[src/rtl/uart_line_rx.sv]
// Line assembler between the UART receive stream and the command FSM.
// It handles backspace editing and overflow, can echo to the UART transmitter, and presents one line per CR.
module uart_line_rx #(
    parameter int LINE_LEN = 32,
    parameter int ECHO     = 1
) (
    input  logic                  clk_48mhz,
    input  logic                  reset,
    input  logic [7:0]            in_data,
    input  logic                  in_valid,
    output logic                  in_ready,
    output logic [7:0]            echo_data,
    output logic                  echo_valid,
    input  logic                  echo_ready,
    output logic [8*LINE_LEN-1:0] line_text,
    output logic [7:0]            line_length,
    output logic                  line_overflow,
    output logic                  line_valid,
    input  logic                  line_ready
);

    localparam logic [7:0] LEN_MAX = 8'(LINE_LEN);
    localparam bit         ECHO_EN = (ECHO != 0);

    typedef enum logic {
        COLLECT,
        HOLD
    } state_t;

    state_t      state_reg, state_next;
    logic [7:0]  count_reg, count_next;
    logic        overflow_reg, overflow_next;
    logic [7:0]  echo_q_reg [3];
    logic [7:0]  echo_q_next [3];
    logic [1:0]  echo_occ_reg, echo_occ_next;

    logic [7:0]  load_b [3];
    logic [1:0]  load_n;
    logic        text_we;
    logic        text_clr;
    logic [7:0]  text_idx;
    logic [7:0]  text_val;

    logic        echo_empty;
    logic        accept;
    logic        line_take;
    logic        is_print;
    logic        is_bs;
    logic        is_cr;

    assign echo_empty    = (echo_occ_reg == 2'd0);
    assign in_ready      = (state_reg == COLLECT) && echo_empty;
    assign line_valid    = (state_reg == HOLD) && echo_empty;
    assign accept        = in_valid && in_ready;
    assign line_take     = line_valid && line_ready;
    assign echo_valid    = !echo_empty;
    assign echo_data     = echo_q_reg[0];
    assign line_length   = count_reg;
    assign line_overflow = overflow_reg;

    assign is_print = (in_data >= 8'h20) && (in_data <= 8'h7E);
    assign is_bs    = (in_data == 8'h08) || (in_data == 8'h7F);
    assign is_cr    = (in_data == 8'h0D);

    always_comb begin
        state_next    = state_reg;
        count_next    = count_reg;
        overflow_next = overflow_reg;
        echo_q_next   = echo_q_reg;
        echo_occ_next = echo_occ_reg;
        load_b[0]     = 8'h00;
        load_b[1]     = 8'h00;
        load_b[2]     = 8'h00;
        load_n        = 2'd0;
        text_we       = 1'b0;
        text_clr      = 1'b0;
        text_idx      = count_reg;
        text_val      = 8'h00;

        if (!echo_empty && echo_ready) begin
            echo_q_next[0] = echo_q_reg[1];
            echo_q_next[1] = echo_q_reg[2];
            echo_q_next[2] = 8'h00;
            echo_occ_next  = echo_occ_reg - 2'd1;
        end

        if (accept) begin
            if (is_print) begin
                if (count_reg < LEN_MAX) begin
                    text_we    = 1'b1;
                    text_idx   = count_reg;
                    text_val   = in_data;
                    count_next = count_reg + 8'd1;
                    load_b[0]  = in_data;
                    load_n     = 2'd1;
                end else begin
                    overflow_next = 1'b1;
                    load_b[0]     = 8'h07;
                    load_n        = 2'd1;
                end
            end else if (is_bs) begin
                if (count_reg != 8'd0) begin
                    text_we    = 1'b1;
                    text_idx   = count_reg - 8'd1;
                    text_val   = 8'h00;
                    count_next = count_reg - 8'd1;
                    load_b[0]  = 8'h08;
                    load_b[1]  = 8'h20;
                    load_b[2]  = 8'h08;
                    load_n     = 2'd3;
                end
            end else if (is_cr) begin
                load_b[0]  = 8'h0D;
                load_b[1]  = 8'h0A;
                load_n     = 2'd2;
                state_next = HOLD;
            end
        end

        // An accept only happens with an empty queue, so loading never collides with a pop.
        if (ECHO_EN && (load_n != 2'd0)) begin
            echo_q_next   = load_b;
            echo_occ_next = load_n;
        end

        if (line_take) begin
            text_clr      = 1'b1;
            count_next    = 8'd0;
            overflow_next = 1'b0;
            state_next    = COLLECT;
        end
    end

    always_ff @(posedge clk_48mhz) begin
        if (reset) begin
            state_reg    <= COLLECT;
            count_reg    <= 8'd0;
            overflow_reg <= 1'b0;
            echo_occ_reg <= 2'd0;
            for (int i = 0; i < 3; i++) begin
                echo_q_reg[i] <= 8'h00;
            end
        end else begin
            state_reg    <= state_next;
            count_reg    <= count_next;
            overflow_reg <= overflow_next;
            echo_occ_reg <= echo_occ_next;
            echo_q_reg   <= echo_q_next;
        end
    end

    // One register per character slot; a slot only changes on a store, a backspace or a line take.
    genvar gi;
    generate
        for (gi = 0; gi < LINE_LEN; gi++) begin : g_text
            localparam logic [7:0] IDX = 8'(gi);
            logic [7:0] byte_reg;

            always_ff @(posedge clk_48mhz) begin
                if (reset || text_clr) begin
                    byte_reg <= 8'h00;
                end else if (text_we && (text_idx == IDX)) begin
                    byte_reg <= text_val;
                end
            end

            assign line_text[8*gi +: 8] = byte_reg;
        end
    endgenerate

endmodule

[config.mk]
export PLATFORM = sky130hd
export DESIGN_NAME = uart_line_rx
export DESIGN_NICKNAME = d
export VERILOG_FILES = /design/src/rtl/uart_line_rx.sv
export SDC_FILE = /design/constraint.sdc
export NUM_CORES = 1
export LEC_CHECK = 0
export ABC_CLOCK_PERIOD_IN_PS = 4700
export CAP_MARGIN = 20
export CORE_MARGIN = 4
export CORE_UTILIZATION = 30
export CTS_CLUSTER_DIAMETER = 150
export DETAILED_ROUTE_END_ITERATION = 6
export GPL_TIMING_DRIVEN = 0
export MAX_ROUTING_LAYER = met4
export PLACE_DENSITY_LB_ADDON = 0.25
export SYNTH_ARGS = -nofsm -noshare
export SYNTH_HDL_FRONTEND = slang
export SYNTH_SLANG_ARGS = --single-unit
[constraint.sdc]
create_clock -name clk_48mhz -period 4.7 [get_ports clk_48mhz]
set_input_delay 0.705 -clock clk_48mhz [delete_from_list [all_inputs] [get_ports clk_48mhz]]
set_output_delay 0.705 -clock clk_48mhz [all_outputs]
set_load 0.02 [all_outputs]
# Yosys cells after proc, flatten, opt, wreduce, memory -nomap -nowiden
# Index checks and enable logic that the tools add are counted.
[word_totals]
ff_bits = 292
in_bits = 13
word_cells = 166
[classes]
muxes = 32
n_reduce_logical = 50
bitwise_logic = 4
eq_ne = 35
n_lt_le_gt_ge = 3
add_sub_neg = 3
[op_table]
columns = ["op", "count"]
rows = [
  ["equality test 8 x 5 -> 1 bit, second input constant", 16],
  ["2-to-1 mux 8 bit", 12],
  ["equality test 8 x 4 -> 1 bit, second input constant", 10],
  ["2-to-1 mux 24 bit", 3],
  ["logical AND 1 bit", 38],
  ["equality test 8 x 3 -> 1 bit, second input constant", 4],
  ["2-to-1 mux 16 bit", 2],
  ["2-to-1 mux 20 bit", 1],
  ["equality test 8 x 2 -> 1 bit, second input constant", 2],
  ["2-to-1 mux 2 bit", 7],
  ["2-to-1 mux 12 bit", 1],
  ["adder 8 x 1 -> 8 bit, second input constant", 1],
  ["equality test 8 x 1 -> 1 bit, second input constant", 1],
  ["equality test 8 x 7 -> 1 bit, second input constant", 1],
  [">= comparator 8 x 6 -> 1 bit, second input constant", 1],
  ["<= comparator 8 x 7 -> 1 bit, second input constant", 1],
  ["logical NOT 8 bit", 1],
  ["< comparator 8 x 6 -> 1 bit, second input constant", 1],
  ["nonzero test 8 bit", 1],
  ["subtractor 8 x 1 -> 8 bit, second input constant", 1],
  ["2-to-1 mux 1 bit", 6],
  ["NOT 1 bit", 4],
  ["AND reduction 4 bit", 1],
  ["nonzero test 2 bit", 2],
  ["other kinds (8)", 9],
]

# Logic depth before layout (Yosys ltp)
# Gate-level depths: netlist (run 1).
[logic_depth]
depth_word = 7
depth_mapped = 12

# Worst setup path after synthesis (run 1)
# OpenSTA, ideal clock, no wires.
[synth_path]
kind = "input to register"
startpoint = "input in_data[1]"
endpoint = "register g_text[0].byte_reg[0]"
slack_ns = 1.015
n_path_buf = 2
t_arrival_ns = 3.613
stages = 9
path_cell_list = "or4_4 > or4_1 > buf_6 > a211oi_4 > mux2i_1 > nand2_1 > buf_2 > nor4_4 > mux2i_1"
[synth_between]
elab_chain_len = 7
word_cells_on_any_way = 16
classes_between = "order compare: 2; eq/ne: 2; mux: 8; reduce/logical: 4"
[synth_lines]
columns = ["element", "line", "text"]
rows = [
  ["from (decl)", "9", "input logic [7:0] in_data,"],
  ["branches (longest 7 deep; another with >= comparator 8 x 6 -> 1 bit)", "-", ""],
  ["to (signal assigned)", "163", "byte_reg <= text_val;"],
  ["to (decl)", "157", "logic [7:0] byte_reg;"],
]
# Several ways; the timed one is not identified.
# A chain may end at the register's enable or synchronous reset.

# Final worst setup path (run 1)
[layout_path]
startpoint = "input in_data[5]"
endpoint = "register g_text[0].byte_reg[1]"
# The elaborated chain is that of the path after synthesis.

==> results, run 1 <==
- The count of cells resized by post-cts repair is 0.
- Input and output buffers added on the ports amount to 288.
- The sequential element share of the synthesized area is around half.
- The post-CTS setup-driven buffer insertion count is 0.
- In this run the worst hold path is classified as reg -> reg.
- VDD sags by at most 0.000272 V.
- The initial standard-cell utilization of the core is 30.6%.
- The finished cells cover 15500 µm².
- The gate count after technology mapping is about 1100.
- Entering global routing, the biggest net connects 16 pins.
- When the netlist entered floorplanning its net count stood at 1127.
- The fraction of registers with async set/reset is 0%.
- The count of pins over their slew limit is 0.
- The number of vias per cell is 4.72.
- The analysis attributes to net switching a power of 1.33 mW.
- The detailed router's first-iteration violation count is 392.
- Setup violations remaining at the end of the flow were counted as 0.
- In this run the count of I/O pins placed on the die edge is 289.
- The required time reported for the critical path endpoint is 5.19 ns.
- The element type at the critical path start is a primary input.
- The count of hold buffers inserted by post-cts repair is 0.
- For this run, the total global-route usage over all layers was measured as 18.5%.
- The count of TritonRoute iterations in the first routing pass is 5.
- The aggregate negative setup slack is 0 ns.
- In the final layout, the share of cells above drive strength 1 is 7.76%.
- The relative contribution of combinational cells to total power is between 8 and 9%.
- Dividing the detail-routed wire length by the instance count gives ~19 µm.
- The time the final worst path needs with I/O delays and setup is about 4.4 ns.
- Power spread over the standard cell area amounts to around 340 nW/µm².
- The total number of vias is just over 9000.
- The post-detailed-route count of antenna-violating nets is 0.
- At the pin with the least slew margin, the transition time is roughly 1.0 ns.
- In this run, synthesis produced a sequential element count of 279.
- The pre-CTS setup slack is -0.210 ns.
- Clock latency on the worst-skew pair, taken at its later pin, is 0.57 ns.
- At the end of the flow, the number of nets in the layout was 1449.
- Per report_power, the sequential group accounts for 45.5% of the total.
- The average instance area after synthesis is a little under 10 µm².
- For met1 alone, demand over resource in global routing was 23.1%.
- The worst setup path is of the in -> reg kind.
- The clock root buffer is sky130_fd_sc_hd__clkbuf_16.
- In this run the vertical extent of the chip is 200 µm.
- The total placed instance area is 14500 µm².
- The internal power is 3.93 mW.
- Yosys printed 0 warnings.
- The busiest metal layer after global routing is met2.
- The final clock skew is 0.0158 ns.
- The register with the most flip-flops in the layout has 256 of them.
- The width of the die is 200 µm.
- The number of different library cells used by synthesis comes to a little over 60.
- No sink is reached through more buffers than the 3 on the longest clock path.
- The leftover overflow at the end of global routing is 0.
- The switching share of power is 25.2%.
- The kind of end point of the critical path is a flop.
- The number of antenna violations at the first check in global routing came to 1.
- The arrival time of the worst setup path is 4.87 ns.
- Dividing the final minimum period by the clock period gives 93.2%.
- After clock tree synthesis, the clock-pin slew on the worst setup and hold paths is 0.06 ns.
- The floorplan row count is slightly below 70.
- The H-tree depth reported by CTS is 1.
- The clock net in this run drives a total of 279 sinks.
- The maximum fanout encountered on the critical timing path is 10.
- The area added between synthesis and finish is 40.9%.
- The via count of the first global-routing pass is 9117.
- Of the total power, the clock network draws 46.4%.
- The leading register cell type out of synthesis is sky130_fd_sc_hd__dfxtp_1.
- Setup repair after global routing left no endpoint under its margin.
- The CTS tree is built.
- The worst pin sits at a relative slew slack of 30.4%.
- The number of flops mapped to enable cells by yosys is 0.
- Summed over all cells, the static leakage comes to 5.81 nW.
- The final-layout worst hold slack is 0.431 ns.
- The fraction of met3 tracks used by global routing is between 4 and 5%.
- Counting the buffers created by CTS gives 31.
- Summed over all nets, the half-perimeter wirelength after detailed placement is 26700 µm.
- The repair_antennas step left the layout with diodes totalling 0.
- The total DRC errors in the routed layout is 0.
- For this block, the routed nets add up to between 30000 and 40000 µm of wire.
- The flow ran to the end, and the final reports show no timing, DRC or antenna violations.
- The global-route met2 utilization is 30.4%.
- The top achievable clock speed is 228 MHz.
- The last weighted congestion value of the routability-driven placer is 0.871.
- The core area is 35900 µm².
- The first global-routing pass estimated around 56000 µm of wire.
- The area enclosed by the die boundary is 39800 µm².
- The final-report hold violation count is 0.
- The cell area that synthesis handed to floorplanning was 11000 µm².
- The worst setup margin is 0.322 ns.
- The number of fill cells in the layout is 3490.
- The max capacitance violation total is 0.
==> power by group through the flow <==
stage	logic, mW	clock network (mW)	registers (mW)
6_report	0.428	2.44	2.39
3_3_place_gp	0.428	0	2.44
2_1_floorplan	0.270	0	2.44
5_1_grt	0.467	2.60	2.39
3_5_place_dp	0.430	0	2.44
4_1_cts	0.431	2.50	2.39
==> area by class of cell <==
type | count | area, µm² | area share, %
flip-flops and latches | 279 | 5590 | 36.0
multi-input cells | 733 | 4970 | 32.1
inverters | 9 | 33.8 | 0.218
repair buffers | 289 | 2890 | 18.6
plain buffers | 89 | 413 | 2.66
well taps | 461 | 577 | 3.72
clock inverters | 18 | 165 | 1.07
clock buffers | 39 | 866 | 5.59
==> logic make-up after synthesis <==
group,count (synthesis),synth area share (%)
DFF,279,50.8
xor gates and xnor gates,3,0.239
and+or+nand+nor,412,18.3
muxes,230,20.9
adders and majority gates,4,0.455
buffers and inverters,98,4.06
AOI/OAI and AO/OA,84,5.19
==> through the flow <==
| step | utilization, % | cells | power (mW) |
|---|---|---|---|
| 3_5_place_dp | 40.3 | 1860 | 2.87 |
| 4_1_cts | 43.2 | 1917 | 5.32 |
| 2_1_floorplan | - | 1110 | 2.71 |
| 3_3_place_gp | 40.3 | 1859 | 2.87 |
| 6_report | 43.2 | 1917 | 5.26 |
| 5_1_grt | 43.2 | 1917 | 5.46 |
==> cell usage in the layout, fill, tap and decap left out, types with 6 or more instances in the layout <==
cell	count
sky130_fd_sc_hd__and3_1	17
sky130_fd_sc_hd__clkinv_2	8
sky130_fd_sc_hd__clkbuf_8	6
sky130_fd_sc_hd__clkdlybuf4s50_1	288
sky130_fd_sc_hd__dfxtp_1	279
sky130_fd_sc_hd__clkbuf_16	31
sky130_fd_sc_hd__o21ai_0	11
sky130_fd_sc_hd__nor2_1	52
sky130_fd_sc_hd__inv_1	9
sky130_fd_sc_hd__a21oi_1	27
sky130_fd_sc_hd__nor4_4	12
sky130_fd_sc_hd__nor3_1	6
sky130_fd_sc_hd__nand2_1	277
sky130_fd_sc_hd__buf_2	15
sky130_fd_sc_hd__buf_4	11
sky130_fd_sc_hd__a211oi_1	7
sky130_fd_sc_hd__or3_1	7
sky130_fd_sc_hd__mux2i_1	228
sky130_fd_sc_hd__clkbuf_1	62
==> synthesized netlist by cell type (2+ instances only) <==
library cell               count  area (µm²)
sky130_fd_sc_hd__nor2b_1       2        12.5
sky130_fd_sc_hd__a22oi_1       5        37.5
sky130_fd_sc_hd__inv_1         9        33.8
sky130_fd_sc_hd__xnor2_1       3        26.3
sky130_fd_sc_hd__o211ai_1      2        15.0
sky130_fd_sc_hd__mux2_2        2        22.5
sky130_fd_sc_hd__and3_1       17         106
sky130_fd_sc_hd__or3_1         7        43.8
sky130_fd_sc_hd__a211oi_1      7        52.6
sky130_fd_sc_hd__buf_6         3        33.8
sky130_fd_sc_hd__nand4_1       2        12.5
sky130_fd_sc_hd__buf_2        15        75.1
sky130_fd_sc_hd__dfxtp_1     279        5590
sky130_fd_sc_hd__and2_1        3        18.8
sky130_fd_sc_hd__nor2_1       52         195
sky130_fd_sc_hd__mux2i_1     228        2280
sky130_fd_sc_hd__o21ai_1       5        25.0
sky130_fd_sc_hd__nor3_1        6        30.0
sky130_fd_sc_hd__nor3_4        4        65.1
sky130_fd_sc_hd__nand2_1     277        1040
sky130_fd_sc_hd__o21a_1        2        15.0
sky130_fd_sc_hd__nand3_1       4        20.0
sky130_fd_sc_hd__nand4b_1      2        17.5
sky130_fd_sc_hd__o22ai_1       4        25.0
sky130_fd_sc_hd__nor4_4       12         255
sky130_fd_sc_hd__a21o_1        2        15.0
sky130_fd_sc_hd__nor4b_1       5        43.8
sky130_fd_sc_hd__clkbuf_1     60         225
sky130_fd_sc_hd__o21ai_0      11        55.1
sky130_fd_sc_hd__nand2b_1      3        18.8
sky130_fd_sc_hd__a21oi_1      27         135
sky130_fd_sc_hd__ha_1          4        50.1
sky130_fd_sc_hd__o21bai_1      2        15.0
sky130_fd_sc_hd__buf_4        10        75.1
sky130_fd_sc_hd__or4_1         5        37.5
sky130_fd_sc_hd__or4b_1        4        40.0
==> worst paths after layout <==
check	start	end	slack, ns	cells after the start
setup / recovery	in_data[5]	g_text[0].byte_reg[1]	0.32	10
hold / removal	g_text[16].byte_reg[7]	g_text[16].byte_reg[7]	0.43	2
setup reg to reg	line_length[0]	g_text[30].byte_reg[0]	0.74	9
hold reg to reg	g_text[16].byte_reg[7]	g_text[16].byte_reg[7]	0.43	2
==> layer usage <==
layer / vias up / routed length [µm]
met3: 54 / 2140
met2: 216 / 17800
met1: 4363 / 16400
met5: - / 0
li1: 4416 / -
met4: 0 / 933
==> critical path: stages <==
cell and delay (ns):
sky130_fd_sc_hd__clkdlybuf4s50_1 0.53, sky130_fd_sc_hd__or4_4 0.55, sky130_fd_sc_hd__or4_1 0.43, sky130_fd_sc_hd__buf_6 0.17
sky130_fd_sc_hd__a211oi_4 0.37, sky130_fd_sc_hd__mux2i_1 0.31, sky130_fd_sc_hd__nand2_1 0.31, sky130_fd_sc_hd__buf_2 0.37
sky130_fd_sc_hd__nor4_4 0.83, sky130_fd_sc_hd__mux2i_1 0.26
Power figures use the tool's default switching activity.
==> run 2: changes to the inputs <==
- GPL_TIMING_DRIVEN: 0 -> unset
==> run 2 against run 1 <==
Effect of this change:
- sequential power hardly changed
- power is 3.9% higher
- non-clock buffer count is 43 lower
- critical path depth is 1 lower
- wire length is 0.84% lower
- final cell count is 2.1% lower
- final area is 0.77% higher
==> results, run 2 (same netlist as run 1, synthesis figures left out) <==
- Setup repair after global routing missed its margin: false (unchanged).
- The internal power is 4.11 mW (was 3.93 mW).
- The worst reg-to-reg setup slack came to 1.09 ns (was 0.74 ns).
- The peak supply drop is 0.000267 V (was 0.000272 V).
- The depth of the worst hold-timing path is 2 (unchanged).
- The post-CTS setup-driven buffer insertion count was 0 (unchanged).
- The kind of end point of the critical path is a flop (unchanged).
- The worst min-delay path category is reg -> reg (unchanged).
- The number of stages on the worst setup path is 9 (was 10).
- The count of TritonRoute iterations in the first routing pass is 5 (unchanged).
- The final clock skew is 0.0134 ns (was 0.0158 ns).
- The element type at the critical path start was a primary input (unchanged).
- The relative contribution of combinational cells to total power is 7.7% (was 8.1%).
- The startpoint of the most critical register-to-register path is line_length[0] (unchanged).
- The final-report hold violation count is 0 (unchanged).
- The clock latency on the worst-skew pair is 0.51 ns (was 0.57 ns).
- The core area came to 35900 µm² (unchanged).
- The total global-route track usage came to 18.6% (was 18.5%).
- Worst path cell trace: clkdlybuf4s50_1 -> or4_4 -> or4_1 -> buf_4 -> a21oi_1 -> a32o_1 -> o21ai_0 -> or4_1 -> and3_1 (was clkdlybuf4s50_1 -> or4_4 -> or4_1 -> buf_6 -> a211oi_4 -> mux2i_1 -> nand2_1 -> buf_2 -> nor4_4 -> mux2i_1).
- The relative slew slack is 29.2% (was 30.4%).
- The last weighted congestion value of the routability-driven placer is 0.869 (was 0.871).
- Top library cells by usage in the layout, fill and taps aside: sky130_fd_sc_hd__clkdlybuf4s50_1 (288), sky130_fd_sc_hd__dfxtp_1 (279), sky130_fd_sc_hd__nand2_1 (270) (was sky130_fd_sc_hd__clkdlybuf4s50_1 (288), sky130_fd_sc_hd__dfxtp_1 (279), sky130_fd_sc_hd__nand2_1 (277)).
- The power share of the clock group is 48.4% (was 46.4%).
- The part of the cycle the worst path needs came to 87.2% (was 93.2%).
- The width of the die is 200 µm (unchanged).
- The most numerous cell on the critical path is sky130_fd_sc_hd__or4_1 (was sky130_fd_sc_hd__mux2i_1).
- The number of endpoints failing setup at the final stage is 0 (unchanged).
- The most common library cell in the layout ignoring fill and taps was sky130_fd_sc_hd__clkdlybuf4s50_1 (unchanged).
- The CTS tree is built (unchanged).
- The proportion of layout cells with a drive suffix above 1 is 9.96% (was 7.76%).
- The power after layout was 5.46 mW (was 5.26 mW).
- The total power divided by cell area came to 350 nW/µm² (was 339 nW/µm²).
- The measured slew at the worst slew-check pin is 1.05 ns (was 1.04 ns).
- The number of vias per cell is 4.73 (was 4.72).
- The share of power burned in registers was 43.9% (was 45.5%).
- The clock root buffer is sky130_fd_sc_hd__clkbuf_16 (unchanged).
- The endpoint of the worst hold-timing path was g_text[28].byte_reg[7] (was g_text[16].byte_reg[7]).
- The count of boundary I/O pins is 289 (unchanged).
- The total DRC errors in the routed layout is 0 (unchanged).
- The count of cells resized by post-cts repair is 0 (unchanged).
- The maximum fanout encountered on the critical timing path is 8 (was 10).
- The endpoint of the worst register-to-register path is g_text[10].byte_reg[0] (was g_text[30].byte_reg[0]).
- The leftover overflow at the end of global routing was 0 (unchanged).
- The routed length per placed instance came to 19.7 µm (was 19.5 µm).
- The deepest clock path buffer count is 3 (unchanged).
- The max capacitance violation total is 0 (unchanged).
- The required time reported for the critical path endpoint is 5.10 ns (was 5.19 ns).
- The top achievable clock speed is 244 MHz (was 228 MHz).
- The depth of the most critical reg-to-reg path came to 9 (unchanged).
- The share of the core filled with cells in the final layout is 43.5% (was 43.2%).
- The cell leakage power is 5.91 nW (was 5.81 nW).
- The via count of the first global-routing pass was 8952 (was 9117).
- The arrival time of the worst setup path is 4.50 ns (was 4.87 ns).
- The number of antenna violations at the first check in global routing is 0 (was 1).
- The area added between synthesis and finish is 42.0% (was 40.9%).
- The largest net degree at the start of global routing came to 144 (was 16).
- The floorplan row count is 69 (unchanged).
- The total number of vias came to 8884 (was 9049).
- The power spent charging and discharging nets came to 1.35 mW (was 1.33 mW).
- The time the final worst path needs with I/O delays and setup came to 4.10 ns (was 4.38 ns).
- The type of the setup path with the least slack is in -> reg (unchanged).
- The detailed placement HPWL came to 25900 µm (was 26700 µm).
- The flip-flop count of the largest register after layout came to 256 (unchanged).
- The number of buffers added by the clock tree synthesis step came to 34 (was 31).
- The detailed router's first-iteration violation count is 404 (was 392).
- The clock-pin slew reported for the worst setup and hold paths after clock tree synthesis was 0.06 ns (about the same).
- The CTS sink count is 279 (unchanged).
- The source of the worst hold timing path is g_text[28].byte_reg[7] (was g_text[16].byte_reg[7]).
- Outcome: finished, final reports clean (unchanged).
- The family of cells with the greatest summed delay on the critical path is simple AND/OR/NAND/NOR gates (unchanged).
- The cell type of the slowest stage on the worst timing path is sky130_fd_sc_hd__or4_1 (was sky130_fd_sc_hd__nor4_4).
- The aggregate negative setup slack is 0 ns (unchanged).
- The H-tree depth reported by CTS came to 2 (was 1).
- The switching share of power came to 24.7% (was 25.2%).
- The final net count is 1409 (was 1449).
- The area enclosed by the die boundary is 39800 µm² (unchanged).
- The count of hold buffers inserted by post-cts repair is 0 (unchanged).
- The global-route wire length before repair is 55800 µm (unchanged).
- The post-detailed-route count of antenna-violating nets is 0 (unchanged).
- The initial standard-cell utilization of the core is 30.6% (unchanged).
- The delay of the slowest critical-path stage is 0.83 ns (about the same).
- The die boundary height is 200 µm (unchanged).
- The count of input and output buffers was 288 (unchanged).
- The wire length after detailed routing is 37100 µm (was 37400 µm).
- The count of pins over their slew limit is 0 (unchanged).
- The number of antenna diodes was 0 (unchanged).
- The count of buffering cells on the critical path with inverters included is 2 (was 3).
-- run 2: layout make-up --
cell class	instances	area (µm²)
multi-input combinational	733	5030
clock buffer	46	947
clock inverter	14	176
sequential	279	5590
tap	461	577
fill	3459	20300
timing repair buffer	335	3270
inverter	9	33.8
-- run 2: worst max-delay path by stage --
stage	startpoint	to	slack, ns
floorplan	in_data[1]	g_text[0].byte_reg[0]	1.01
detailed placement	in_data[1]	g_text[23].byte_reg[7]	0.04
CTS	in_data[1]	g_text[23].byte_reg[7]	0.56
global route	in_data[1]	g_text[31].byte_reg[7]	0.44
finish	in_data[1]	g_text[23].byte_reg[7]	0.60
global placement	in_data[1]	g_text[31].byte_reg[7]	0.05
-- run 2: routing by layer --
metal  GRT usage (%)  share of wire (%)  vias up
met5               -                  0        -
met4            4.45                2.2        0
met3            5.08                6.3       50
met2            29.9                 47      223
met1            23.4                 44     4278
li1                -                  -     4333
-- run 2: through the flow --
stage                     cell area (µm²)  cells  hold slack (ns)  worst slack (ns)
after floorplan                     11000   1110            0.432              1.01
after global placement              14500   1816            0.415            0.0450
after detailed placement            14500   1817            0.418            0.0398
after CTS                           15600   1877            0.430             0.561
after global routing                15600   1877            0.443             0.437
final                               15600   1877            0.427             0.599
-- run 2: power by group through the flow --
stage,Combinational [mW],Clock [mW],Sequential (mW)
3_5_place_dp,0.425,0,2.45
3_3_place_gp,0.423,0,2.45
2_1_floorplan,0.270,0,2.44
4_1_cts,0.426,2.72,2.40
6_report,0.423,2.65,2.40
5_1_grt,0.460,2.81,2.40
-- run 2: tightest hold or removal path: stages, from the launching register on --
cell and delay, ns:
sky130_fd_sc_hd__dfxtp_1 0.30, sky130_fd_sc_hd__nand2_1 0.05, sky130_fd_sc_hd__nor2_1 0.03
==> run 3: changes to the inputs <==
- ABC_CLOCK_PERIOD_IN_PS: 4700 -> 4300
- clock period: 4.7 -> 4.3 ns (I/O delays scaled with it)
==> run 3 against run 2 <==
Effect of this change:
- global-route usage down 0.49 points
- via count up 1.0%
- count of clock-buffer cells in the layout down 5
- worst setup slack worse by 0.14 ns
- final area up 0.38%
- clock power up 2%
- combinational power up 13%
- sequential power up 8.8%
- largest power group unchanged
==> results, run 3 (same netlist as run 1, synthesis figures left out) <==
- Outcome: finished, final reports clean (unchanged).
- The endpoint of the worst register-to-register path is g_text[0].byte_reg[5] (was g_text[10].byte_reg[0]).
- The total number of vias is 8975 (was 8884).
- The total placed instance area came to 14600 µm² (was 14500 µm²).
- Top library cells by usage in the layout, fill and taps aside: sky130_fd_sc_hd__clkdlybuf4s50_1 (288), sky130_fd_sc_hd__dfxtp_1 (279), sky130_fd_sc_hd__nand2_1 (270) (unchanged).
- The design area is 15700 µm² (was 15600 µm²).
- The required time reported for the critical path endpoint is 4.75 ns (was 5.10 ns).
- The number of vias per cell was 4.76 (was 4.73).
- The top achievable clock speed is 260 MHz.
- The worst setup margin is 0.460 ns (was 0.599 ns).
- The cell leakage power is 5.97 nW (was 5.91 nW).
- The most common library cell in the layout ignoring fill and taps is sky130_fd_sc_hd__clkdlybuf4s50_1 (unchanged).
- The routed length per placed instance is 19.6 µm (was 19.7 µm).
- The total power divided by cell area was 369 nW/µm² (was 350 nW/µm²).
- The number of antenna diodes came to 0 (unchanged).
- The detailed placement HPWL is 25700 µm (was 25900 µm).
- The total global-route track usage was 18.1% (was 18.6%).
- The family of cells with the greatest summed delay on the critical path is simple AND/OR/NAND/NOR gates (unchanged).
- The final-report hold violation count is 0 (unchanged).
- The share of the core filled with cells in the final layout is 43.7% (was 43.5%).
- The clock-pin slew reported for the worst setup and hold paths after clock tree synthesis is 0.06 ns (about the same).
- The CTS sink count came to 279 (unchanged).
- The total DRC errors in the routed layout was 0 (unchanged).
- The number of buffers added by the clock tree synthesis step is 30 (was 34).
- Worst path cell trace: clkdlybuf4s50_1 -> or4_4 -> or4_1 -> a211oi_4 -> buf_4 -> a22oi_1 -> o22ai_1 -> buf_4 -> or4b_1 -> and3_1 (was clkdlybuf4s50_1 -> or4_4 -> or4_1 -> buf_4 -> a21oi_1 -> a32o_1 -> o21ai_0 -> or4_1 -> and3_1).
- The clock latency on the worst-skew pair is 0.57 ns (was 0.51 ns).
- The number of cells in the finished layout apart from fillers is 1885 (was 1877).
- The final critical path takes up between 80 and 90% of the cycle.
- The count of hold buffers inserted by post-cts repair is 0 (unchanged).
- The count of input and output buffers is 288 (unchanged).
- The count of boundary I/O pins is 289 (unchanged).
- The max capacitance violation total is 0 (unchanged).
- The relative slew slack was 28.6% (was 29.2%).
- The endpoint of the worst hold-timing path is g_text[4].byte_reg[7] (was g_text[28].byte_reg[7]).
- The most numerous cell on the critical path is sky130_fd_sc_hd__buf_4 (was sky130_fd_sc_hd__or4_1).
- The final-layout worst hold slack is 0.428 ns (was 0.427 ns).
- The arrival time of the worst setup path was 4.29 ns (was 4.50 ns).
- The post-detailed-route count of antenna-violating nets is 0 (unchanged).
- The H-tree depth reported by CTS is 1 (was 2).
- The count of TritonRoute iterations in the first routing pass is 5 (unchanged).
- The wire length after detailed routing came to 36900 µm (was 37100 µm).
- The maximum fanout encountered on the critical timing path is 10 (was 8).
- The detailed router's first-iteration violation count is 441 (was 404).
- The aggregate negative setup slack is 0 ns (unchanged).
- The count of pins over their slew limit is 0 (unchanged).
- The final net count is 1417 (was 1409).
- The via count of the first global-routing pass came to 8904 (was 8952).
- The element type at the critical path start is a primary input (unchanged).
- The deepest clock path buffer count is 3 (unchanged).
- The depth of the most critical reg-to-reg path is 7 (was 9).
- The count of buffering cells on the critical path with inverters included is 3 (was 2).
- The post-CTS setup-driven buffer insertion count is 0 (unchanged).
- The number of antenna violations at the first check in global routing is 0 (unchanged).
- The worst reg-to-reg setup slack was 0.70 ns (was 1.09 ns).
- The delay of the slowest critical-path stage is 0.71 ns (was 0.83 ns).
- The depth of the worst hold-timing path came to 2 (unchanged).
- The cell type of the slowest stage on the worst timing path is sky130_fd_sc_hd__or4b_1 (was sky130_fd_sc_hd__or4_1).
- The global-route wire length before repair came to 54600 µm (was 55800 µm).
- The core area came to 35900 µm² (unchanged).
- The area enclosed by the die boundary was 39800 µm² (unchanged).
- The final clock skew is 0.0191 ns (was 0.0134 ns).
- The number of fill cells in the layout is 3499 (was 3459).
- The worst min-delay path category is reg -> reg (unchanged).
- The type of the setup path with the least slack was in -> reg (unchanged).
- The width of the die is 200 µm (unchanged).
- The initial standard-cell utilization of the core is 30.6% (unchanged).
- The die boundary height is 200 µm (unchanged).
- The power after layout is 5.78 mW (was 5.46 mW).
- The last weighted congestion value of the routability-driven placer is 0.856 (was 0.869).
- The peak supply drop came to 0.000315 V (was 0.000267 V).
- The clock root buffer is sky130_fd_sc_hd__clkbuf_16 (unchanged).
- The floorplan row count came to 69 (unchanged).
- The flip-flop count of the largest register after layout is 256 (unchanged).
- The leftover overflow at the end of global routing is 0 (unchanged).
- The pre-CTS setup slack is -0.0513 ns (was 0.0398 ns).
- The number of endpoints failing setup at the final stage is 0 (unchanged).
- The largest net degree at the start of global routing is 120 (was 144).
- The proportion of layout cells with a drive suffix above 1 is 10.8% (was 9.96%).
- Setup repair after global routing missed its margin: false (unchanged).
- The measured slew at the worst slew-check pin came to 1.06 ns (was 1.05 ns).
- The smallest clock period supported by the final layout is computed as between 3 and 4 ns.
- The CTS tree is built (unchanged).
- The count of cells resized by post-cts repair is 0 (unchanged).
- The startpoint of the most critical register-to-register path is line_length[5] (was line_length[0]).
- The kind of end point of the critical path is a flop (unchanged).
- The source of the worst hold timing path is g_text[4].byte_reg[7] (was g_text[28].byte_reg[7]).
- The area added between synthesis and finish is 42.5% (was 42.0%).
- The number of cells after detailed placement is 1829 (was 1817).
run 3: routing by layer:
layer  up-vias  wire length [µm]  global-route usage (%)
li1       4351                 -                       -
met1      4341             15700                    22.0
met2       231             18000                    30.0
met3        52              2330                    5.04
met4         0               901                    4.30
met5         -                 0                       -
run 3: worst min-delay path, stage by stage, from the launching register on:
cell and delay (ns):
sky130_fd_sc_hd__dfxtp_1 0.31, sky130_fd_sc_hd__nand2_1 0.05, sky130_fd_sc_hd__nor2_1 0.03
run 3: worst max path at each step:
stage / slack [ns] / start / cells after the start / endpoint
2_1_floorplan: 0.67 / in_data[1] / 9 / g_text[0].byte_reg[0]
3_3_place_gp: -0.009 / in_data[1] / 10 / g_text[15].byte_reg[7]
3_5_place_dp: -0.05 / in_data[1] / 10 / g_text[15].byte_reg[7]
4_1_cts: 0.54 / in_data[1] / 10 / g_text[15].byte_reg[7]
5_1_grt: 0.35 / in_data[1] / 10 / g_text[1].byte_reg[6]
6_report: 0.46 / in_data[1] / 10 / g_text[15].byte_reg[7]
run 3: final cells by class:
class	count	area [µm²]	area share (%)
sequential	279	5590	35.6
multi-input combinational	733	5030	32.1
timing repair buffer	347	3410	21.8
clock buffer	41	872	5.56
tap	461	577	3.68
clock inverter	15	171	1.09
inverter	9	33.8	0.215
run 3: report_power, final:
group	total [mW]	switching, mW	internal (mW)	leakage [nW]
clock network	2.69	1.09	1.60	0.520
registers	2.61	0.0106	2.60	2.25
logic	0.477	0.321	0.156	3.21
==> RTL change: new RTL, settings of run 1 <==
Register the output `line_overflow` once more, without a reset; this adds one clock of latency there. The other outputs are not delayed to match.
--- a/src/rtl/uart_line_rx.sv
+++ b/src/rtl/uart_line_rx.sv
@@ -57,5 +57,7 @@
     assign echo_data     = echo_q_reg[0];
     assign line_length   = count_reg;
-    assign line_overflow = overflow_reg;
+    always_ff @(posedge clk_48mhz) begin
+        line_overflow <= overflow_reg;
+    end
 
     assign is_print = (in_data >= 8'h20) && (in_data <= 8'h7E);
Behaviour: same outputs for any inputs over 4 cycles, from zero or initial values and one cycle with reset high; that may be too few to reach the edited logic, so the function may still have changed.
==> RTL change against run 1 <==
Clock power fell by 2%; first-iteration DRC count rose by 12%; setup slack improved by 0.069 ns; critical path type unchanged; synthesized area rose by 0.18%; sequential cell count rose by 1; final cell count fell by 0.16%; design area fell by 0.13%; total power fell by 0.79%; non-clock buffer count fell by 1; wire length fell by 0.42%.
==> RTL change: results (changes against run 1) <==
[cells_and_area]
layout.nonclk_buf_share_pct=21.3  ; about the same
fillers=3529  ; +1.1%
sh_seq_area_pct=36.2  ; +0.18 points
largest_reg_flops=256  ; unchanged
clock_buffers=44  ; +13%
final_util_pct=43.1  ; -0.056 points
diodes=0  ; unchanged
multi_input_area_share_pct=32.1  ; +0.042 points
drive_gt1_share_pct=7.09  ; -0.67 points
layout.nets=1449  ; unchanged
buffers=377  ; -0.26%
clk_share_pct=6.45  ; -0.20 points

[power_and_ir_drop]
ir_drop_mv=0.264  ; -3.1%
p_int_uw=3930  ; -0.12%
leakage_uw=0.00579  ; -0.27%
clkPwrFrac_pct=45.8  ; -0.6 points
powerSeq_uw=2400
pwr-share-seq_pct=46.0  ; +0.5 points

[placement]
gp_congestion=0.888  ; +2.0%
place_area_um2=14500  ; about the same
pre_cts_ws_ns=-0.188  ; +0.0219 ns
hpwlAfterDp_mm=26.8  ; +0.17%
placedCellCount=1860  ; unchanged

[setup_path]
cpPeakStageDelay_ns=0.80  ; -0.03 ns
arrival_ns=4.80  ; -0.07 ns
crit_fanout=10  ; unchanged
r2r_end=g_text[26].byte_reg[4]
r2r_setup_slack_ns=0.88  ; +0.14 ns

[route]
first_iter_violations=439  ; +12%
wl_per_cell_um=19.4  ; -0.26%
vias=9005  ; -0.49%
routed_wl_mm=37.2  ; -0.42%

[min_path]
min_to=line_overflow
holdPathStages=0  ; -2
holdCritStartpoint=overflow_reg

[synthesis]
syn_area_per_cell_um2=9.92  ; about the same
synthTopCellsByCount=280 x dfxtp_1, 277 x nand2_1, 228 x mux2i_1, 60 x clkbuf_1, 52 x nor2_1
yosysSeqAreaShare_pct=50.9  ; +0.089 points
synth_top_area_share_pct=50.9  ; +0.089 points
synthArstFlopShare_pct=0  ; unchanged
synth_area_leaders=dfxtp_1 51%, mux2i_1 21%, nand2_1 9.4%
yosys_register_bits=280  ; +0.36%
syn-num-nets=1128  ; +0.089%

[timing]
holdWs_ns=0.373  ; -0.0582 ns
skew_ns=0.0215  ; +0.00571 ns
finalWorstSetupSlack_ns=0.391  ; +0.0695 ns
tightest_slew_ns=1.04  ; +0.00141 ns

[grt]
grt_antenna_before_repair=0  ; -1
grt_pass1_vias=8920  ; -2.2%
grt_max_degree=17  ; +1
grt_use_total_pct=18.3  ; -0.18 points
grt_pass1_wl_mm=55.4  ; -0.80%

[status]
status=complete, no violations

-- RTL change: changes by cell type after synthesis --
cell / run 1 / this run
dfxtp_1: 279 / 280
-- RTL change: critical path: cells and delay by family --
family | cells | cell delay, ns
buf+inv | 3 | 1.07
mux | 2 | 0.55
compound gates | 1 | 0.38
simple gates | 4 | 2.10
-- RTL change: cells by family (layout without fill, tap and decap cells) --
| group | after synthesis | in the layout | share of synthesized area (%) |
|---|---|---|---|
| fa+ha+maj | 4 | 4 | 0.454 |
| flops | 280 | 280 | 50.9 |
| mux | 230 | 230 | 20.9 |
| compound gates | 84 | 84 | 5.18 |
| xor+xnor | 3 | 3 | 0.238 |
| simple gates | 412 | 412 | 18.3 |
| buf+inv | 98 | 440 | 4.05 |
-- RTL change: routing by layer --
metal	vias up	track usage (%)	wire [µm]
li1	4404	-	-
met1	4318	23.4	16400
met2	242	29.9	17900
met3	41	4.57	2310
met4	0	3.52	630
met5	-	-	0
